<file path="config.mk">
export PLATFORM = sky130hd
export DESIGN_NAME = snake_move_ctrl
export DESIGN_NICKNAME = d
export VERILOG_FILES = /design/src/rtl/snake_pkg.sv /design/src/rtl/snake_dir_fifo.sv /design/src/rtl/snake_move_ctrl.sv
export SDC_FILE = /design/constraint.sdc
export NUM_CORES = 1
export LEC_CHECK = 0
export CAP_MARGIN = 20
export CORE_MARGIN = 3
export CORE_UTILIZATION = 49
export DETAILED_ROUTE_END_ITERATION = 12
export PLACE_DENSITY = 0.67
export SLEW_MARGIN = 20
export SYNTH_ARGS = -nofsm -noshare
export SYNTH_HDL_FRONTEND = slang
export SYNTH_SLANG_ARGS = --single-unit
</file>
<file path="constraint.sdc">
create_clock -name clk -period 9.2 [get_ports clk]
set_input_delay 1.84 -clock clk [delete_from_list [all_inputs] [get_ports clk]]
set_output_delay 1.84 -clock clk [all_outputs]
set_load 0.05 [all_outputs]
</file>
<file path="src/rtl/snake_pkg.sv">
// snake_pkg: direction and game-state encodings shared by the
// snake move controller and its direction FIFO.
package snake_pkg;

  typedef enum logic [2:0] {
    DIR_NONE  = 3'd0,
    DIR_UP    = 3'd1,
    DIR_DOWN  = 3'd2,
    DIR_LEFT  = 3'd3,
    DIR_RIGHT = 3'd4
  } dir_t;

  typedef enum logic [1:0] {
    IDLE  = 2'd0,
    RUN   = 2'd1,
    PAUSE = 2'd2,
    OVER  = 2'd3
  } state_t;

  localparam int DIR_FIFO_DEPTH = 2;

  function automatic dir_t opposite(input dir_t d);
    dir_t r;
    case (d)
      DIR_UP:    r = DIR_DOWN;
      DIR_DOWN:  r = DIR_UP;
      DIR_LEFT:  r = DIR_RIGHT;
      DIR_RIGHT: r = DIR_LEFT;
      default:   r = DIR_NONE;
    endcase
    return r;
  endfunction

  function automatic logic dir_legal(input logic [2:0] d);
    return (d != 3'd0) && (d <= 3'd4);
  endfunction

endpackage

</file>
<file path="src/rtl/snake_dir_fifo.sv">
// snake_dir_fifo: 2-entry turn buffer between player input and the
// move tick. Push and pop in one cycle are both honoured.
module snake_dir_fifo
  import snake_pkg::*;
(
  input  logic clk,
  input  logic rst,
  input  logic i_push,
  input  logic i_pop,
  input  logic i_flush,
  input  dir_t i_din,
  output dir_t o_head,
  output dir_t o_tail,
  output logic o_full,
  output logic o_empty
);

  dir_t       r_mem [DIR_FIFO_DEPTH];
  logic [1:0] r_cnt;
  logic       w_push;
  logic       w_pop;

  assign o_empty = (r_cnt == 2'd0);
  assign o_full  = (r_cnt == 2'd2);
  assign o_head  = r_mem[0];
  assign o_tail  = o_full ? r_mem[1] : r_mem[0];

  assign w_pop  = i_pop && !o_empty;
  assign w_push = i_push && (!o_full || w_pop);

  always_ff @(posedge clk or posedge rst) begin
    if (rst) begin
      r_cnt    <= 2'd0;
      r_mem[0] <= DIR_NONE;
      r_mem[1] <= DIR_NONE;
    end else if (i_flush) begin
      r_cnt <= 2'd0;
    end else begin
      unique case ({w_push, w_pop})
        2'b10: begin
          r_mem[r_cnt[0]] <= i_din;
          r_cnt           <= r_cnt + 2'd1;
        end
        2'b01: begin
          r_mem[0] <= r_mem[1];
          r_cnt    <= r_cnt - 2'd1;
        end
        2'b11: begin
          if (r_cnt == 2'd1) begin
            r_mem[0] <= i_din;
          end else begin
            r_mem[0] <= r_mem[1];
            r_mem[1] <= i_din;
          end
        end
        default: ;
      endcase
    end
  end

endmodule

</file>
<file path="src/rtl/snake_move_ctrl.sv">
// snake_move_ctrl: move tick, restart strobe, turn filter, length and
// game FSM. Define SNAKE_SPEEDUP_EN to shorten the tick as the snake grows.
module snake_move_ctrl
  import snake_pkg::*;
#(
  parameter int MAX_LENGTH  = 50,
  parameter int INIT_LENGTH = 3,
  parameter int TICK_CYCLES = 2_500_000,
  parameter int CNT_W       = 22
) (
  input  logic       clk,
  input  logic       rst,
  input  logic       start,
  input  logic       pause,
  input  logic [2:0] dir_req,
  input  logic       dir_req_valid,
  input  logic       grow,
  input  logic       collide,
  output logic       pulse,
  output logic       sync,
  output logic [2:0] direction,
  output logic [7:0] curr_length,
  output logic [1:0] game_state,
  output logic       game_over
);

  localparam logic [2:0] S_IDLE  = 3'd0;
  localparam logic [2:0] S_INIT  = 3'd1;
  localparam logic [2:0] S_RUN   = 3'd2;
  localparam logic [2:0] S_PAUSE = 3'd3;
  localparam logic [2:0] S_OVER  = 3'd4;

  localparam logic [7:0] LEN_INIT = 8'(INIT_LENGTH);
  localparam logic [7:0] LEN_SAT  = 8'(MAX_LENGTH - 1);

  logic [2:0]       r_state;
  logic [2:0]       w_state_nxt;
  logic [CNT_W-1:0] r_cnt;
  logic [CNT_W-1:0] w_last;
  logic             r_pulse;
  logic             r_sync;
  logic             r_grow_pend;
  dir_t             r_dir;
  logic [7:0]       r_len;

  logic w_init;
  logic w_run;
  logic w_play;
  logic w_adv;
  logic w_tick;
  logic w_grow_now;
  logic w_push;
  logic w_full;
  logic w_empty;
  dir_t w_req;
  dir_t w_ref;
  dir_t w_head;
  dir_t w_tail;

  assign w_init = (r_state == S_INIT);
  assign w_run  = (r_state == S_RUN);
  assign w_play = w_run || (r_state == S_PAUSE);

  always_comb begin
    w_state_nxt = r_state;
    unique case (r_state)
      S_IDLE:  if (start) w_state_nxt = S_INIT;
      S_INIT:  w_state_nxt = S_RUN;
      S_RUN: begin
        if (collide)    w_state_nxt = S_OVER;
        else if (pause) w_state_nxt = S_PAUSE;
      end
      S_PAUSE: begin
        if (start)      w_state_nxt = S_INIT;
        else if (pause) w_state_nxt = S_RUN;
      end
      S_OVER:  if (start) w_state_nxt = S_INIT;
      default: w_state_nxt = S_IDLE;
    endcase
  end

  always_ff @(posedge clk or posedge rst) begin
    if (rst) begin
      r_state <= S_IDLE;
      r_sync  <= 1'b0;
    end else begin
      r_state <= w_state_nxt;
      r_sync  <= (w_state_nxt == S_INIT);
    end
  end

  // A cycle that leaves RUN neither counts nor ticks, so collide beats the tick.
  assign w_adv  = w_run && !collide && !pause;
  assign w_tick = w_adv && (r_cnt == w_last);

`ifdef SNAKE_SPEEDUP_EN
  localparam int STEP  = TICK_CYCLES >> 6;
  localparam int FLOOR = TICK_CYCLES >> 2;

  logic [CNT_W-1:0] r_period;
  logic [CNT_W-1:0] w_period_nxt;
  logic [31:0]      w_dec;

  always_comb begin
    w_dec = 32'(r_len - LEN_INIT) * 32'(STEP);
    if (w_dec > 32'(TICK_CYCLES - FLOOR))
      w_period_nxt = CNT_W'(FLOOR);
    else
      w_period_nxt = CNT_W'(32'(TICK_CYCLES) - w_dec);
  end

  always_ff @(posedge clk or posedge rst) begin
    if (rst)         r_period <= CNT_W'(TICK_CYCLES);
    else if (w_init) r_period <= CNT_W'(TICK_CYCLES);
    else if (w_tick) r_period <= w_period_nxt;
  end

  assign w_last = r_period - CNT_W'(1);
`else
  assign w_last = CNT_W'(TICK_CYCLES - 1);
`endif

  always_ff @(posedge clk or posedge rst) begin
    if (rst) begin
      r_cnt   <= '0;
      r_pulse <= 1'b0;
    end else begin
      r_pulse <= w_tick;
      if (w_init || w_tick) r_cnt <= '0;
      else if (w_adv)       r_cnt <= r_cnt + CNT_W'(1);
    end
  end

  // Turns are checked against the last queued turn, not the live heading.
  assign w_req  = dir_t'(dir_req);
  assign w_ref  = w_empty ? r_dir : w_tail;
  assign w_push = dir_req_valid && w_play && dir_legal(dir_req) &&
                  (w_req != w_ref) && (w_req != opposite(w_ref)) &&
                  !w_full;

  snake_dir_fifo u_fifo (
    .clk     (clk),
    .rst     (rst),
    .i_push  (w_push),
    .i_pop   (r_pulse),
    .i_flush (w_init),
    .i_din   (w_req),
    .o_head  (w_head),
    .o_tail  (w_tail),
    .o_full  (w_full),
    .o_empty (w_empty)
  );

  assign w_grow_now = grow && w_run;

  always_ff @(posedge clk or posedge rst) begin
    if (rst) begin
      r_dir       <= DIR_NONE;
      r_len       <= 8'd0;
      r_grow_pend <= 1'b0;
    end else if (w_init) begin
      r_dir       <= DIR_RIGHT;
      r_len       <= LEN_INIT;
      r_grow_pend <= 1'b0;
    end else if (r_pulse) begin
      if (!w_empty) r_dir <= w_head;
      if ((r_grow_pend || w_grow_now) && (r_len < LEN_SAT))
        r_len <= r_len + 8'd1;
      r_grow_pend <= 1'b0;
    end else if (w_grow_now) begin
      r_grow_pend <= 1'b1;
    end
  end

  always_comb begin
    game_state = IDLE;
    unique case (1'b1)
      w_init || w_run:      game_state = RUN;
      (r_state == S_PAUSE): game_state = PAUSE;
      (r_state == S_OVER):  game_state = OVER;
      default:              game_state = IDLE;
    endcase
  end

  assign pulse       = r_pulse;
  assign sync        = r_sync;
  assign direction   = r_dir;
  assign curr_length = r_len;
  assign game_over   = (r_state == S_OVER);

endmodule

</file>
==> run_results.csv, run 1 <==
group,metric,value,unit
synth,yosysWarnings,0,
synth,synth_async_sr_flop_share,100.0,%
timing,rsz0062_at_grt,"no",
die,die_h,80.99,µm
synth,syn_area,2755,µm²
clock_network,cts_hold_buf,0,
pwr,comb_power_share,35.5,%
detailed_routing,wl_per_cell,14.49,µm
synth,synth_nets,317,
synth,synth-seq-area-share,42.69,%
placement,place_congestion,0.8137,
synth,yosysMostFrequentCell,"dfrtp_1",
detailed_routing,ant_nets,0,
global_route,grt_pass1_vias,1980,
timing,fmax,253.3,MHz
synth,ys_top_cells_by_count,"dfrtp_1, nor2_1, nand2_1, inv_1, nand3_1",
synth,syn_inst,297,
pwr,power_per_cell_area,212.4,nW/µm²
global_route,antenna_found_initial,0,
timing,setup_tns,0,ns
detailed_routing,num_vias,2121,
timing,finalHoldViolations,0,
timing,relSlewSlack,35.14,%
pwr,internal-power,411.2,µW
global_route,grt_max_degree,48,
finish,syn_to_final_growth,14.21,%
setup_path,rr_worst_depth,12,
timing,period_needed,3.948,ns
hold_path,min_path_cells,1,
die,fp.dieW,80.99,µm
finish,n_antenna_cell,0,
clock_network,cts_root_buf,"clkbuf_8",
finish,fin_area,3147,µm²
pwr,clkPwrFrac,23.2,%
finish,nNetsFinal,338,
job,drv_cap,0,
die,start_util,52.28,%
timing,holdWs,0.5172,ns
timing,fin_skew,0.007447,ns
detailed_routing,post-route-drc-count,0,
synth,synthTopCellsByArea,"dfrtp_1, nor2_1, xor2_1, ha_1, nand2_1",
setup_path,cp_max_fo,7,
placement,dp_hpwl,3988,µm
finish,drive_above_1_share,7.210,%
pwr,p_sw_share,38.48,%
placement,io_buffer_count,25,
placement,dp_cells,381,
clock_network,clk_pin_slew,0.08,ns
global_route,overflow,0,
die,die-area,6559,µm²
setup_path,cp-end-kind,"register",
clock_network,cts_max_level,2,
synth,synth-main-ff-cell,"dfrtp_1",
clock_network,cts_buffers,5,
clock_network,clock-sinks,47,
setup_path,arrival,4.17,ns
pwr,peakVddDrop,116.2,µV
synth,yosysUniqueCellTypes,51,
finish,final_core_util,59.71,%
hold_path,min_path_type,"register to register",
die,io_pins,26,
finish,fill_cells,506,
global_route,grt_usage,18.87,%
setup_path,cp.required,9.42,ns
setup_path,start_kind,"primary input",
synth,synth_top_area_share,42.69,%
synth,synth_area_per_cell,9.277,µm²
die,core-area,5270,µm²
clock_network,cts_resized,0,
detailed_routing,drtIter0Drc,106,
setup_path,path_class,"primary input to register",
run_status,status,"completed",
timing,worst_pin_slew,0.9715,ns
detailed_routing,wirelength,5638,µm
pwr,cellLeakagePower,1.345,nW
detailed_routing,vias_per_cell,5.452,
timing,drv_slew,0,
synth,yosysTopAreaCell,"dfrtp_1",
detailed_routing,drt_pass1_iterations,4,
clock_network,clk_path_buf_depth,2,
synth,synth_edf_count,0,
clock_network,cts_setup_buffers,0,
timing,period_share,42.91,%
timing,setup_viol,0,
finish,layout.cells.non_filler,389,
die,rows,26,
pwr,p_seq_share,41.3,%
global_route,grt_first_pass_wirelength,9501,µm
placement,post_dp_cell_area,3029,µm²
pwr,p_switching,257.2,µW
clock_network,clk_latency,0.29,ns
synth,synth_seq_cells,47,
clock_network,cts_tree,"yes",
[path summary, 6_finish.rpt]
kind / start / end / slack, ns
worst max register to register: u_fifo.r_cnt[0]$_DFFE_PP0P_ / u_fifo.r_mem[0]$_DFFE_PP0P_ / 5.98
worst min-delay path: curr_length[6]$_DFFE_PP0P_ / curr_length[6]$_DFFE_PP0P_ / 0.52
max in group asynchronous: rst / u_fifo.r_cnt[1]$_DFFE_PP0P_ / 6.51
min in group asynchronous: rst / direction[2]$_DFFE_PP0P_ / 2.08
worst max-delay path: dir_req[1] / u_fifo.r_mem[0]$_DFFE_PP0P_ / 5.25
worst min register to register: curr_length[6]$_DFFE_PP0P_ / curr_length[6]$_DFFE_PP0P_ / 0.52
[kinds of logic after synthesis]
logic type / share of synthesized area (%)
AOI/OAI and AO/OA: 12.08
xor gates and xnor gates: 7.947
adders and majority gates: 4.541
buffers and inverters: 4.950
DFF: 42.69
muxes: 1.453
and+or+nand+nor: 26.34
[flip-flops by register name, summed over array words and instances, names as in the netlist]
register,flops
sync,1
pulse,1
direction,3
r_grow_pend,1
u_fifo.o_head,3
r_state,3
curr_length,8
u_fifo.r_mem,3
r_cnt,22
u_fifo.r_cnt,2
[final cells by class]
type	count	area, µm²	share of cell area, %
clock buffer	6	82.58	2.624
clock inverter	2	35.03	1.113
inverter	16	60.06	1.909
multi-input combinational	222	1448	46.00
sequential	47	1176	37.38
tap	70	87.58	2.783
timing repair buffer	26	257.7	8.191
[critical path: stages]
cell	delay, ns
clkdlybuf4s50_1	0.63
nand2b_1	0.11
o41ai_1	0.25
nor3b_1	0.10
and3_1	0.21
ha_1	0.24
nand3b_1	0.18
a21oi_1	0.35
o211ai_1	0.15
o21ai_0	0.09
[cell usage in the layout (no fill, tap or decap), types with 12 or more instances in the layout]
cell type,Yosys,final
a21oi_1,12,12
nand2_1,26,26
dfrtp_1,47,47
nor2_1,43,43
inv_1,16,15
nand3_1,16,16
clkdlybuf4s50_1,0,25
xor2_1,15,15
[stage by stage]
step | setup slack [ns] | power, mW
global route | 5.069 | 0.7151
finish | 5.252 | 0.6684
floorplan | 5.619 | 0.4608
global placement | 5.087 | 0.5155
detailed placement | 4.930 | 0.5191
CTS | 5.245 | 0.6764
[power by group through the flow]
stage | Sequential, mW | Clock (mW) | Combinational, mW
detailed placement | 0.280 | 0 | 0.239
CTS | 0.276 | 0.161 | 0.240
global route | 0.282 | 0.169 | 0.264
finish | 0.276 | 0.155 | 0.237
global placement | 0.279 | 0 | 0.236
floorplan | 0.261 | 0 | 0.200
[metal layers]
layer | global-route usage [%] | vias to the layer above | routed length [µm]
li1 | - | 1074 | -
met1 | 25.78 | 1007 | 2765
met2 | 30.38 | 35 | 2610
met3 | 2.772 | 5 | 182
met4 | 7.095 | 0 | 80
met5 | 0 | - | 0
Power figures use the tool's default switching activity.
==> inputs of run 2 (changes only) <==
Settings changed: PLACE_DENSITY 0.67 to 0.7.
Clock period 9.2 ns to 3.25 ns, I/O delays scaled along.
==> run 2 against run 1 <==
Hold slack improved by 0.0087 ns; critical path depth increased by 2; combinational power increased to 3.0 times the previous value; first-iteration DRC count increased by 40%; utilization decreased by 0.095 points; cell count increased by 0.51%; die area unchanged; critical path type is now register to register; non-clock buffer count increased by 2; clock power increased by 130%; sequential power increased to 2.8 times the previous value.
==> run_results.csv, run 2 (synthesized netlist as in run 1, its figures left out) <==
group,metric,value,unit
setup_path,arrival,3.12,ns
die,rows,26,
clock_network,clk_path_buf_depth,2,
setup_path,crit_start,"u_fifo.r_cnt[0]$_DFFE_PP0P_",
die,io_pins,26,
pwr,cellLeakagePower,1.338,nW
placement,io_buffer_count,25,
setup_path,path_cells,"inv_1 -> ha_1 -> mux2i_1 -> o21ai_1 -> o31a_1 -> a31o_2 -> and3_1 -> ha_1 -> nand3b_1 -> a21oi_2 -> o211ai_1 -> o21ai_0",
timing,holdWs,0.5259,ns
finish,layout_common_cells,"dfrtp_1, nor2_1, nand2_1, clkdlybuf4s50_1, nand3_1",
timing,worst_pin_slew,0.5213,ns
run_status,status,"completed",
global_route,grt_usage,19.26,%
setup_path,reg2reg_setup_slack,0.36,ns
timing,finalHoldViolations,0,
detailed_routing,drtIter0Drc,148,
setup_path,cp-end-kind,"register",
setup_path,endpoint,"u_fifo.r_mem[0]$_DFFE_PP0P_",
finish,fin_area,3142,µm²
finish,nNetsFinal,340,
hold_path,min_path_cells,1,
finish,layout.cells.non_filler,391,
pwr,peakVddDrop,261.1,µV
placement,place_congestion,0.8150,
pwr,power_per_cell_area,584.7,nW/µm²
setup_path,cpPeakStageDelay,0.38,ns
timing,drv_slew,0,
detailed_routing,num_vias,2163,
clock_network,cts_max_level,2,
finish,regMostFlops,"r_cnt",
die,start_util,52.28,%
job,drv_cap,0,
timing,period_share,88.99,%
timing,period_needed,2.892,ns
detailed_routing,post-route-drc-count,0,
timing,rsz0062_at_grt,"no",
finish,syn_to_final_growth,14.03,%
detailed_routing,ant_nets,0,
die,die_h,80.99,µm
die,fp.dieW,80.99,µm
finish,drive_above_1_share,8.100,%
placement,dp_hpwl,4098,µm
timing,setup_tns,0,ns
clock_network,cts_root_buf,"clkbuf_8",
die,die-area,6559,µm²
detailed_routing,vias_per_cell,5.532,
global_route,grt_first_pass_wirelength,9694,µm
clock_network,clock-sinks,47,
clock_network,cts_tree,"yes",
detailed_routing,wirelength,5743,µm
setup_path,crit_slowest_cell,"dfrtp_1",
timing,setup_viol,0,
finish,final_common_cell,"dfrtp_1",
finish,n_antenna_cell,0,
hold_path,min_path_type,"register to register",
timing,fmax,345.8,MHz
global_route,antenna_found_initial,0,
setup_path,rr_worst_depth,12,
setup_path,cpMostUsedCell,"ha_1",
setup_path,reg2reg_from,"u_fifo.r_cnt[0]$_DFFE_PP0P_",
placement,dp_cells,383,
clock_network,cts_buffers,5,
clock_network,clk_latency,0.31,ns
detailed_routing,drt_pass1_iterations,4,
setup_path,start_kind,"register",
timing,fin_skew,0.01218,ns
global_route,grt_max_degree,27,
clock_network,cts_setup_buffers,0,
setup_path,path_class,"register to register",
detailed_routing,wl_per_cell,14.69,µm
setup_path,r2r-end,"u_fifo.r_mem[0]$_DFFE_PP0P_",
setup_path,cp_max_fo,6,
clock_network,clk_pin_slew,0.10,ns
timing,relSlewSlack,64.93,%
finish,largest_reg_flops,22,
die,core-area,5270,µm²
global_route,overflow,0,
setup_path,cp.required,3.48,ns
global_route,grt_pass1_vias,2030,
placement,post_dp_cell_area,3044,µm²
## run 2: cell count changes in the layout (fill, tap and decap cells not counted), sizes merged
cell and change:
clkinv +1, clkinvlp +1, bufinv -1, buf +2
clkbuf -1
## run 2: how the worst min path moves through the flow
stage                                             to                          from  slack (ns)
after floorplan             direction[2]$_DFFE_PP0P_  u_fifo.o_head[2]$_DFFE_PP0P_        0.48
after global placement    curr_length[7]$_DFFE_PP0P_    curr_length[7]$_DFFE_PP0P_        0.50
after detailed placement  curr_length[5]$_DFFE_PP0P_    curr_length[5]$_DFFE_PP0P_        0.51
after CTS                 curr_length[5]$_DFFE_PP0P_    curr_length[5]$_DFFE_PP0P_        0.53
after global routing      curr_length[7]$_DFFE_PP0P_    curr_length[7]$_DFFE_PP0P_        0.56
final                     curr_length[5]$_DFFE_PP0P_    curr_length[5]$_DFFE_PP0P_        0.53
## run 2: layout make-up
class,instances,area [µm²]
Timing Repair Buffer,28,272.8
Multi-Input combinational cell,222,1451
Clock buffer,5,68.82
Tap cell,70,87.58
Sequential cell,47,1176
Fill cell,471,2128
Inverter,16,60.06
Clock inverter,3,25.02
## run 2: worst max-delay path, delay by kind of cell, from the launching register on
family,cells,cell delay (ns)
compound gates,6,1.17
fa+ha+maj,2,0.50
flops,1,0.38
simple gates,2,0.35
mux,1,0.33
buf+inv,1,0.08
## run 2: power by group
group | switching, mW | leakage, nW | total (mW) | internal [mW]
logic | 0.451 | 0.684 | 0.706 | 0.255
registers | 0.0982 | 0.610 | 0.768 | 0.670
clock network | 0.209 | 0.0443 | 0.362 | 0.154
## run 2: per-stage QoR
stage	worst slack (ns)	util, %	power (mW)
floorplan	0.3612	-	1.304
global placement	0.3030	57.76	1.467
detailed placement	0.2707	57.76	1.480
CTS	0.2284	59.54	1.849
global route	0.1171	59.62	1.960
finish	0.3579	59.62	1.837
## run 2: routing by layer
metal | GRT usage, % | vias to the layer above | part of all wire (%)
li1 | - | 1081 | -
met1 | 26.58 | 1038 | 48
met2 | 30.79 | 38 | 47
met3 | 3.104 | 6 | 3.2
met4 | 6.588 | 0 | 1.2
met5 | 0 | - | 0
## run 2: what timing repair did
action	in CTS	in global routing
gates resized for setup	0	2
endpoints found under the setup margin	0	4
hold buffers	0	0
